$ cat config.mk
export PLATFORM = sky130hd
export DESIGN_NAME = inv_factorial_seq_flat
export DESIGN_NICKNAME = d
export VERILOG_FILES = /design/src/rtl/inv_factorial_seq_pkg.sv /design/src/rtl/inv_factorial_seq_if.sv /design/src/rtl/inv_factorial_seq_fact_step.sv /design/src/rtl/inv_factorial_seq.sv /design/src/flat_wrapper.sv
export SDC_FILE = /design/constraint.sdc
export NUM_CORES = 1
export LEC_CHECK = 0
export BUFFER_PORTS_ARGS = -buffer_cell sky130_fd_sc_hd__buf_2
export CAP_MARGIN = 20
export CORE_ASPECT_RATIO = 0.7
export CORE_MARGIN = 4
export CORE_UTILIZATION = 55
export DETAILED_ROUTE_END_ITERATION = 12
export PLACE_DENSITY = 0.71
export SLEW_MARGIN = 20
export SYNTH_ARGS = -nofsm -noshare
export SYNTH_HDL_FRONTEND = slang
export SYNTH_SLANG_ARGS = --single-unit
$ cat constraint.sdc
create_clock -name clk -period 9.5 [get_ports clk]
set_input_delay 0 -clock clk [delete_from_list [all_inputs] [get_ports clk]]
set_output_delay 0 -clock clk [all_outputs]
set_load 0.02 [all_outputs]
$ cat src/rtl/inv_factorial_seq_pkg.sv
// Shared definitions for the inverse-factorial block.
//   state_t / IDLE, CALC, DONE : controller state encoding
//   MAX_N                      : largest n whose factorial fits in 32 bits
//   FACT_TABLE                 : 0! .. 12!, used for reference and assertions
package inv_fact_pkg;

    localparam int MAX_N = 12;

    typedef logic [1:0] state_t;

    localparam state_t IDLE = 2'd0;
    localparam state_t CALC = 2'd1;
    localparam state_t DONE = 2'd2;

    localparam logic [31:0] FACT_TABLE [0:12] = '{
        32'd1,        32'd1,        32'd2,         32'd6,
        32'd24,       32'd120,      32'd720,       32'd5040,
        32'd40320,    32'd362880,   32'd3628800,   32'd39916800,
        32'd479001600
    };

endpackage

$ cat src/rtl/inv_factorial_seq_if.sv
// Handshake bundle for inv_factorial_seq.
//   in_valid/in_ready/in_value          : request side
//   out_valid/out_ready/out_n/out_fact/
//   out_exact                           : result side
// slave is the block's view, master is the source/consumer view.
interface inv_factorial_seq_if #(
    parameter int WIDTH = 32,
    parameter int NW    = 4
);
    logic             in_valid;
    logic             in_ready;
    logic [WIDTH-1:0] in_value;
    logic             out_valid;
    logic             out_ready;
    logic [NW-1:0]    out_n;
    logic [WIDTH-1:0] out_fact;
    logic             out_exact;

    modport master (
        output in_valid, in_value, out_ready,
        input  in_ready, out_valid, out_n, out_fact, out_exact
    );

    modport slave (
        input  in_valid, in_value, out_ready,
        output in_ready, out_valid, out_n, out_fact, out_exact
    );
endinterface

$ cat src/rtl/inv_factorial_seq_fact_step.sv
// One iteration of the inverse-factorial search (combinational).
//   acc      : current k!
//   k        : current candidate n
//   value    : captured input value
//   next_acc : (k+1)!, low WIDTH bits, only meaningful when stop is low
//   stop     : (k+1)! exceeds value, or k has reached MAX_N
module fact_step
    import inv_fact_pkg::*;
#(
    parameter int WIDTH = 32,
    parameter int NW    = 4,
    parameter int MAX_N = inv_fact_pkg::MAX_N
) (
    input  logic [WIDTH-1:0] acc,
    input  logic [NW-1:0]    k,
    input  logic [WIDTH-1:0] value,
    output logic [WIDTH-1:0] next_acc,
    output logic             stop
);
    // The product is kept at full width so 13! (or any product past the
    // WIDTH range) compares correctly instead of wrapping.
    logic [WIDTH+NW:0] acc_w;
    logic [WIDTH+NW:0] kp1_w;
    logic [WIDTH+NW:0] val_w;
    logic [WIDTH+NW:0] prod;
    logic [NW:0]       kp1;

    assign kp1   = {1'b0, k} + {{NW{1'b0}}, 1'b1};
    assign acc_w = {{(NW+1){1'b0}}, acc};
    assign kp1_w = {{WIDTH{1'b0}}, kp1};
    assign val_w = {{(NW+1){1'b0}}, value};
    assign prod  = acc_w * kp1_w;

    assign next_acc = prod[WIDTH-1:0];
    assign stop     = (prod[WIDTH+NW:WIDTH] != '0) || (prod > val_w)
                      || (k == NW'(MAX_N));
endmodule

$ cat src/rtl/inv_factorial_seq.sv
// Sequential inverse factorial: for an accepted value, reports the largest n
// with n! <= value, that n!, and whether value is exactly n!.
// One multiply-compare per clock.
//   clk   : rising-edge clock
//   rst_n : asynchronous active-low reset
//   bus   : inv_factorial_seq_if.slave (request and result handshakes)
module inv_factorial_seq
    import inv_fact_pkg::*;
#(
    parameter int WIDTH = 32,
    parameter int NW    = 4,
    parameter int MAX_N = inv_fact_pkg::MAX_N
) (
    input  logic                  clk,
    input  logic                  rst_n,
    inv_factorial_seq_if.slave    bus
);
    state_t           state;
    logic [WIDTH-1:0] acc;
    logic [NW-1:0]    k;
    logic [WIDTH-1:0] value_q;
    logic [NW-1:0]    out_n_q;
    logic [WIDTH-1:0] out_fact_q;
    logic             out_exact_q;

    logic [WIDTH-1:0] next_acc;
    logic             stop;

    fact_step #(
        .WIDTH (WIDTH),
        .NW    (NW),
        .MAX_N (MAX_N)
    ) u_step (
        .acc      (acc),
        .k        (k),
        .value    (value_q),
        .next_acc (next_acc),
        .stop     (stop)
    );

    always_ff @(posedge clk or negedge rst_n) begin
        if (!rst_n) begin
            state       <= IDLE;
            acc         <= WIDTH'(1);
            k           <= NW'(1);
            value_q     <= '0;
            out_n_q     <= '0;
            out_fact_q  <= '0;
            out_exact_q <= 1'b0;
        end else begin
            case (state)
                IDLE: begin
                    if (bus.in_valid) begin
                        value_q <= bus.in_value;
                        acc     <= WIDTH'(1);
                        k       <= NW'(1);
                        // Zero has no n with n! <= 0; report n=0, fact=1.
                        if (bus.in_value == '0) begin
                            out_n_q     <= '0;
                            out_fact_q  <= WIDTH'(1);
                            out_exact_q <= 1'b0;
                            state       <= DONE;
                        end else begin
                            state <= CALC;
                        end
                    end
                end
                CALC: begin
                    if (stop) begin
                        out_n_q     <= k;
                        out_fact_q  <= acc;
                        out_exact_q <= (acc == value_q);
                        state       <= DONE;
                    end else begin
                        acc <= next_acc;
                        k   <= k + NW'(1);
                    end
                end
                DONE: begin
                    if (bus.out_ready) begin
                        state <= IDLE;
                    end
                end
                default: state <= IDLE;
            endcase
        end
    end

    assign bus.in_ready  = (state == IDLE);
    assign bus.out_valid = (state == DONE);
    assign bus.out_n     = out_n_q;
    assign bus.out_fact  = out_fact_q;
    assign bus.out_exact = out_exact_q;

    // A reported result must always be a true factorial.
    always @(posedge clk) begin
        if (rst_n && state == DONE && out_n_q <= NW'(MAX_N)) begin
            assert (out_fact_q == WIDTH'(FACT_TABLE[out_n_q]));
        end
    end
endmodule

$ cat src/flat_wrapper.sv
// flat-port wrapper written by rule: the top's interface ports become plain ports
module inv_factorial_seq_flat import inv_fact_pkg::*;
#(
    parameter int WIDTH = 32,
    parameter int NW    = 4,
    parameter int MAX_N = inv_fact_pkg::MAX_N
)
  (clk, rst_n, bus_in_valid, bus_in_value, bus_out_ready, bus_in_ready, bus_out_valid, bus_out_n, bus_out_fact, bus_out_exact);
  inv_factorial_seq_if #(.WIDTH(WIDTH), .NW(NW)) bus_i ();
  input  logic clk;
  input  logic rst_n;
  input wire logic [$bits(bus_i.in_valid)-1:0] bus_in_valid;
  input wire logic [$bits(bus_i.in_value)-1:0] bus_in_value;
  input wire logic [$bits(bus_i.out_ready)-1:0] bus_out_ready;
  output wire logic [$bits(bus_i.in_ready)-1:0] bus_in_ready;
  output wire logic [$bits(bus_i.out_valid)-1:0] bus_out_valid;
  output wire logic [$bits(bus_i.out_n)-1:0] bus_out_n;
  output wire logic [$bits(bus_i.out_fact)-1:0] bus_out_fact;
  output wire logic [$bits(bus_i.out_exact)-1:0] bus_out_exact;
  assign bus_i.in_valid = bus_in_valid;
  assign bus_i.in_value = bus_in_value;
  assign bus_i.out_ready = bus_out_ready;
  assign bus_in_ready = bus_i.in_ready;
  assign bus_out_valid = bus_i.out_valid;
  assign bus_out_n = bus_i.out_n;
  assign bus_out_fact = bus_i.out_fact;
  assign bus_out_exact = bus_i.out_exact;
  inv_factorial_seq #(.WIDTH(WIDTH), .NW(NW), .MAX_N(MAX_N)) u_core (.clk(clk), .rst_n(rst_n), .bus(bus_i));
endmodule
==> impl_metrics.yaml, run 1 <==
clock_tree:
  htree_levels: 3
  cts_setup_buffers: 0
  clk_latency_ns: 0.37
  clock-sinks: 107
  cts_buffers: 9
  cts_tree: "yes"
  clock-root-buffer: "clkbuf_16"
  cts_buffer_depth: 2
  worst_setup_hold_path_clk_slew_ns: 0.09
synthesis:
  syn-num-nets: 1477
  synth_ff_type: "dfrtp_1"
  synth-async-reset-ratio_pct: 100
  ys_warn_count: 0
  synth_commonest_cells: "inv_1, nand2_1, and2_1, dfrtp_1, fa_1"
  synth_area_per_cell_sq_um: 8.64
  syn_area_sq_um: 11000
  synth_top_area_share_pct: 23.9
  synth-seq-area-share_pct: 24.4
  netlist_instances: 1272
  synth.distinct_cells: 60
  synth_area_leaders: "dfrtp_1, fa_1, ha_1"
  synth_seq_cells: 107
  yosysTopAreaCell: "dfrtp_1"
  synth_edf_count: 0
sta:
  worstMarginPinSlew_ns: 0.924
  fin_tns_setup_ns: 0
  final-setup-viol-count: 0
  timing.final.crit_share_pct: 94.3
  fmax_ghz: 0.112
  rsz0062_at_grt: "no"
  period_minus_slack_ns: 8.96
  slew_viol_final: 0
  max_slew_margin_pct: 38.4
  fin_worst_hold_slack_ns: 0.166
  fin_skew_ns: 0.0156
  hold_viol_final: 0
worst_setup_path:
  cp_slowest_cell: "dfstp_2"
  r2r_start: "u_core.k[0]$_DFFE_PN1P_"
  r2r_setup_slack_ns: 0.54
  crit_required_ns: 9.73
  critPathMaxStageDelay_ns: 0.68
  critical_path_arrival_ns: 9.19
  critPathCapture: "u_core.bus.out_fact[8]$_DFFE_PN0P_"
  cp.depth: 28
  crit_family: "adder cells"
  critPathLaunch: "u_core.k[0]$_DFFE_PN1P_"
  crit_path_end_kind: "register"
  critical_path.max_fanout: 22
  crit_type: "register to register"
  startpoint_type: "register"
  r2r-end: "u_core.bus.out_fact[8]$_DFFE_PN0P_"
  reg2regPathDepth: 28
  cp_num_buf_inv: 3
place:
  place_area_sq_um: 11600
  hpwl_um: 24300
  io_buffers: 74
  gp_congestion: 0.978
floorplan:
  dieArea_sq_um: 22400
  placementRows: 42
  core_sq_um: 19300
  io_pins: 75
  start_util_pct: 57.0
  die_height_um: 126
  die_x_um: 177
outcome:
  outcome: "finished, final reports clean"
power_and_ir_drop:
  p_leak_nw: 6.09
  powerDensity_nw_per_um2: 236
  worst_ir_drop_vdd_v: 0.000197
  power_mw: 2.89
final_layout:
  fill_cells: 1694
  drive_gt1_share_pct: 8.88
  utilization_pct: 63.5
  design_area_sq_um: 12200
  area_delta_synth_final_pct: 11.3
  multi_input_area_sq_um: 7390
  regArea_sq_um: 2680
  diodes: 0
  fin_nets: 1551
drt:
  wl_per_cell_um: 20.1
  route.detailed.drc: 0
  ant_nets: 0
  vias: 9335
  firstDrtPassIters: 5
  drt_iter0_drc: 826
  routed_via_density: 5.78
  wl_um: 32500
global_route:
  grt_use_total_pct: 30.1
  overflow: 0
  grt_max_degree: 70
  grt_pass1_vias: 9465
  antenna_found_initial: 0
  grt_first_pass_wirelength_um: 52700
run:
  drv_cap: 0
hold_path:
  hp-class: "primary input to async pin"
==> power by group <==
part	leakage [nW]	internal, mW	switching (mW)
Clock	0.141	0.186	0.212
Combinational	4.53	0.623	1.10
Sequential	1.41	0.611	0.159
Total	6.09	1.42	1.47
==> state kept, by name (all words and copies together) (netlist names) <==
| name | count |
|---|---|
| u_core.acc | 32 |
| u_core.bus.out_exact | 1 |
| u_core.bus.out_fact | 32 |
| u_core.bus.out_n | 4 |
| u_core.k | 4 |
| u_core.state | 2 |
| u_core.value_q | 32 |
==> worst min path at each step <==
stage / from / to / slack, ns / cells past startpoint
finish: rst_n / u_core.bus.out_fact[8]$_DFFE_PN0P_ / 0.17 / 2
global route: rst_n / u_core.bus.out_fact[8]$_DFFE_PN0P_ / 0.21 / 2
CTS: rst_n / u_core.bus.out_fact[8]$_DFFE_PN0P_ / 0.18 / 2
detailed placement: rst_n / u_core.bus.out_fact[8]$_DFFE_PN0P_ / 0.02 / 1
global placement: rst_n / u_core.bus.out_fact[9]$_DFFE_PN0P_ / 0.02 / 1
floorplan: rst_n / u_core.acc[10]$_DFFE_PN0P_ / -0.30 / 0
==> timing repair <==
item                                   4_1_cts  5_1_grt
hold buffers                                35        0
resized for setup                            0        2
endpoints found under the hold margin       72        0
setup endpoints to repair                    0       29
==> routing by layer <==
metal	wire [um]	global-route usage [%]	vias up
met5	0	0	-
met4	374	5.09	0
met3	3110	6.31	30
met2	13500	43.7	430
met1	15500	47.3	4568
li1	-	-	4307
==> area by class of cell <==
| cell class | count | share of cell area, % |
|---|---|---|
| flip-flops and latches | 107 | 21.9 |
| multi-input cells | 912 | 60.4 |
| repair buffers | 122 | 6.71 |
| well taps | 264 | 2.70 |
| clock inverters | 7 | 0.532 |
| inverters | 194 | 5.95 |
| clock buffers | 9 | 1.84 |
==> layout by cell type, fill, tap and decap left out, drive strengths merged, types with 42 or more instances in the layout <==
master / instances
inv: 199
nand2: 194
and2: 115
dfrtp: 105
fa: 90
buf: 87
ha: 79
mux2i: 58
a21oi: 57
o21ai: 56
xnor2: 42
==> logic make-up (layout without fill, tap and decap cells) <==
family                   Yosys count  in the layout  share of synthesized area (%)
multiplexers                      60             60                           5.48
XOR/XNOR                          61             61                           4.86
buffers and inverters            253            332                           8.86
flip-flops                       107            107                           24.4
adder cells (fa/ha/maj)          169            169                           25.4
AND/OR/NAND/NOR                  413            413                           18.7
AO/OA/AOI/OAI                    209            209                           12.3
==> worst reg2reg max path, delay by kind of cell (launching register included) <==
family | cells | cell delay (ns)
fa+ha+maj | 6 | 2.56
xor+xnor | 2 | 0.77
flops | 1 | 0.68
compound gates | 10 | 2.43
simple gates | 6 | 1.71
buf+inv | 3 | 0.44
mux | 1 | 0.22
==> metrics by stage <==
step                      std cells  worst slack (ns)
after CTS                      1615             0.480
final                          1615             0.542
after floorplan                1272              2.05
after detailed placement       1564             0.505
after global placement         1564             0.709
after global routing           1615            0.0958
(Power assumes the default switching activity.)
==> run 2, diff against run 1 <==
--- a/config.mk
+++ b/config.mk
@@ -12,6 +12,7 @@
 export CORE_UTILIZATION = 55
 export DETAILED_ROUTE_END_ITERATION = 12
 export PLACE_DENSITY = 0.71
+export RECOVER_POWER = 25
 export SLEW_MARGIN = 20
 export SYNTH_ARGS = -nofsm -noshare
 export SYNTH_HDL_FRONTEND = slang
==> impl_metrics.yaml, run 2 (synthesized netlist as in run 1, its figures left out) <==
outcome:
  outcome: "complete, but fails checks"
  violations: "max-capacitance violations, max-slew violations"
global_route:
  grt_max_degree: 70
  grtUsageMet2_pct: 43.7
  overflow: 0
  grt_use_met3_pct: 6.31
  grt_pass1_vias: 9465
  antenna_found_initial: 0
  grt_use_total_pct: 30.1
  top_usage_layer: "met1"
  met1_usage_pct: 47.3
  grt_first_pass_wirelength_um: 52700
final_layout:
  layout_common_cells: "nand2_1, inv_1, and2_1"
  fin_nets: 1551
  area_delta_synth_final_pct: 11.0
  drive_gt1_share_pct: 6.96
  diodes: 0
  final_cells: 1615
worst_setup_path:
  critPathMaxStageDelay_ns: 0.68
  crit_path_end_kind: "register"
  critical_path_arrival_ns: 9.20
  cp_slowest_cell: "dfstp_2"
  crit_type: "register to register"
  crit_required_ns: 9.73
  critical_path.max_fanout: 22
  startpoint_type: "register"
floorplan:
  placementRows: 42
  die_height_um: 126
  dieArea_sq_um: 22400
  start_util_pct: 57.0
  core_sq_um: 19300
  die_x_um: 177
  io_pins: 75
drt:
  drt_iter0_drc: 859
  firstDrtPassIters: 6
  route.detailed.drc: 0
  wl_um: 32500
  routed_via_density: 5.78
  vias: 9333
  wl_per_cell_um: 20.1
  ant_nets: 0
clock_tree:
  clk_latency_ns: 0.37
  cts_setup_buffers: 0
  cts_buffers: 9
  clock-sinks: 107
  clock-root-buffer: "clkbuf_16"
  worst_setup_hold_path_clk_slew_ns: 0.09
  htree_levels: 3
  cts_buffer_depth: 2
  cts_tree: "yes"
power_and_ir_drop:
  worst_ir_drop_vdd_v: 0.000196
  p_leak_nw: 5.98
  powerDensity_nw_per_um2: 236
  power_mw: 2.88
place:
  gp_congestion: 0.978
  hpwl_um: 24300
  io_buffers: 74
  dp.cells: 1564
sta:
  rsz0062_at_grt: "no"
  final-setup-viol-count: 0
  hold_viol_final: 0
  worstMarginPinSlew_ns: 2.30
  fmax_ghz: 0.112
  period_minus_slack_ns: 8.96
  max_slew_margin_pct: -53.1
  fin_tns_setup_ns: 0
  slew_viol_final: 40
  fin_skew_ns: 0.0163
  fin_worst_hold_slack_ns: 0.391
  timing.final.crit_share_pct: 94.4
hold_path:
  hp-class: "primary input to register"
run:
  drv_cap: 1
-- run 2: cell types whose count changed in the layout (fill, tap and decap cells not counted), sizes merged --
cell	delta
buf	-26
clkbuf	+26
-- run 2: stage by stage --
stage | instance area (sq um) | util (%) | setup slack, ns
after floorplan | 11000 | - | 2.05
after global placement | 11600 | 60.1 | 0.709
after detailed placement | 11600 | 60.1 | 0.505
after CTS | 12200 | 63.4 | 0.480
after global routing | 12200 | 63.3 | 0.0958
final | 12200 | 63.3 | 0.535
-- run 2: area by class of cell --
| cell class | count | area (sq um) |
|---|---|---|
| flip-flops and latches | 107 | 2680 |
| multi-input cells | 912 | 7390 |
| inverters | 194 | 728 |
| well taps | 264 | 330 |
| clock inverters | 7 | 65.1 |
| clock buffers | 9 | 225 |
| repair buffers | 122 | 786 |
| fillers | 1708 | 7080 |
-- run 2: path summary, 6_finish.rpt --
path                                                   from                                 end  slack, ns  depth (start not counted)
setup reg to reg                    u_core.k[0]$_DFFE_PN1P_  u_core.bus.out_fact[8]$_DFFE_PN0P_       0.54                         28
hold / removal                             bus_in_value[28]      u_core.value_q[28]$_DFFE_PN0P_       0.39                          4
hold reg to reg            u_core.bus.out_exact$_DFFE_PN0P_    u_core.bus.out_exact$_DFFE_PN0P_       0.50                          1
max in group asynchronous                             rst_n          u_core.acc[12]$_DFFE_PN0P_       6.70                          3
min in group asynchronous                             rst_n  u_core.bus.out_fact[8]$_DFFE_PN0P_       0.86                          2
setup / recovery                    u_core.k[0]$_DFFE_PN1P_  u_core.bus.out_fact[8]$_DFFE_PN0P_       0.54                         28
-- run 2: power breakdown --
| group | total (mW) | internal [mW] | leakage [nW] | switching, mW |
|---|---|---|---|---|
| clock | 0.400 | 0.186 | 0.141 | 0.214 |
| combinational | 1.71 | 0.613 | 4.42 | 1.10 |
| sequential | 0.770 | 0.611 | 1.41 | 0.160 |
-- run 2: routing by layer --
metal  up-vias  share of wire (%)
met3        32                8.7
li1       4299                  -
met5         -                  0
met2       410                 42
met1      4592                 49
met4         0                1.2
-- run 2: what timing repair did --
action	CTS	global route
gates resized for setup	0	2
endpoints found under the setup margin	0	29
hold endpoints to repair	72	0
hold buffers	35	0
-- run 2: worst max-delay path, delay by kind of cell, from the launching register on --
kind	cells	cell delay, ns
multiplexers	1	0.17
adder cells (fa/ha/maj)	6	2.56
buffers and inverters	3	0.43
flip-flops	1	0.68
AND/OR/NAND/NOR	6	1.71
XOR/XNOR	2	0.78
AO/OA/AOI/OAI	10	2.44
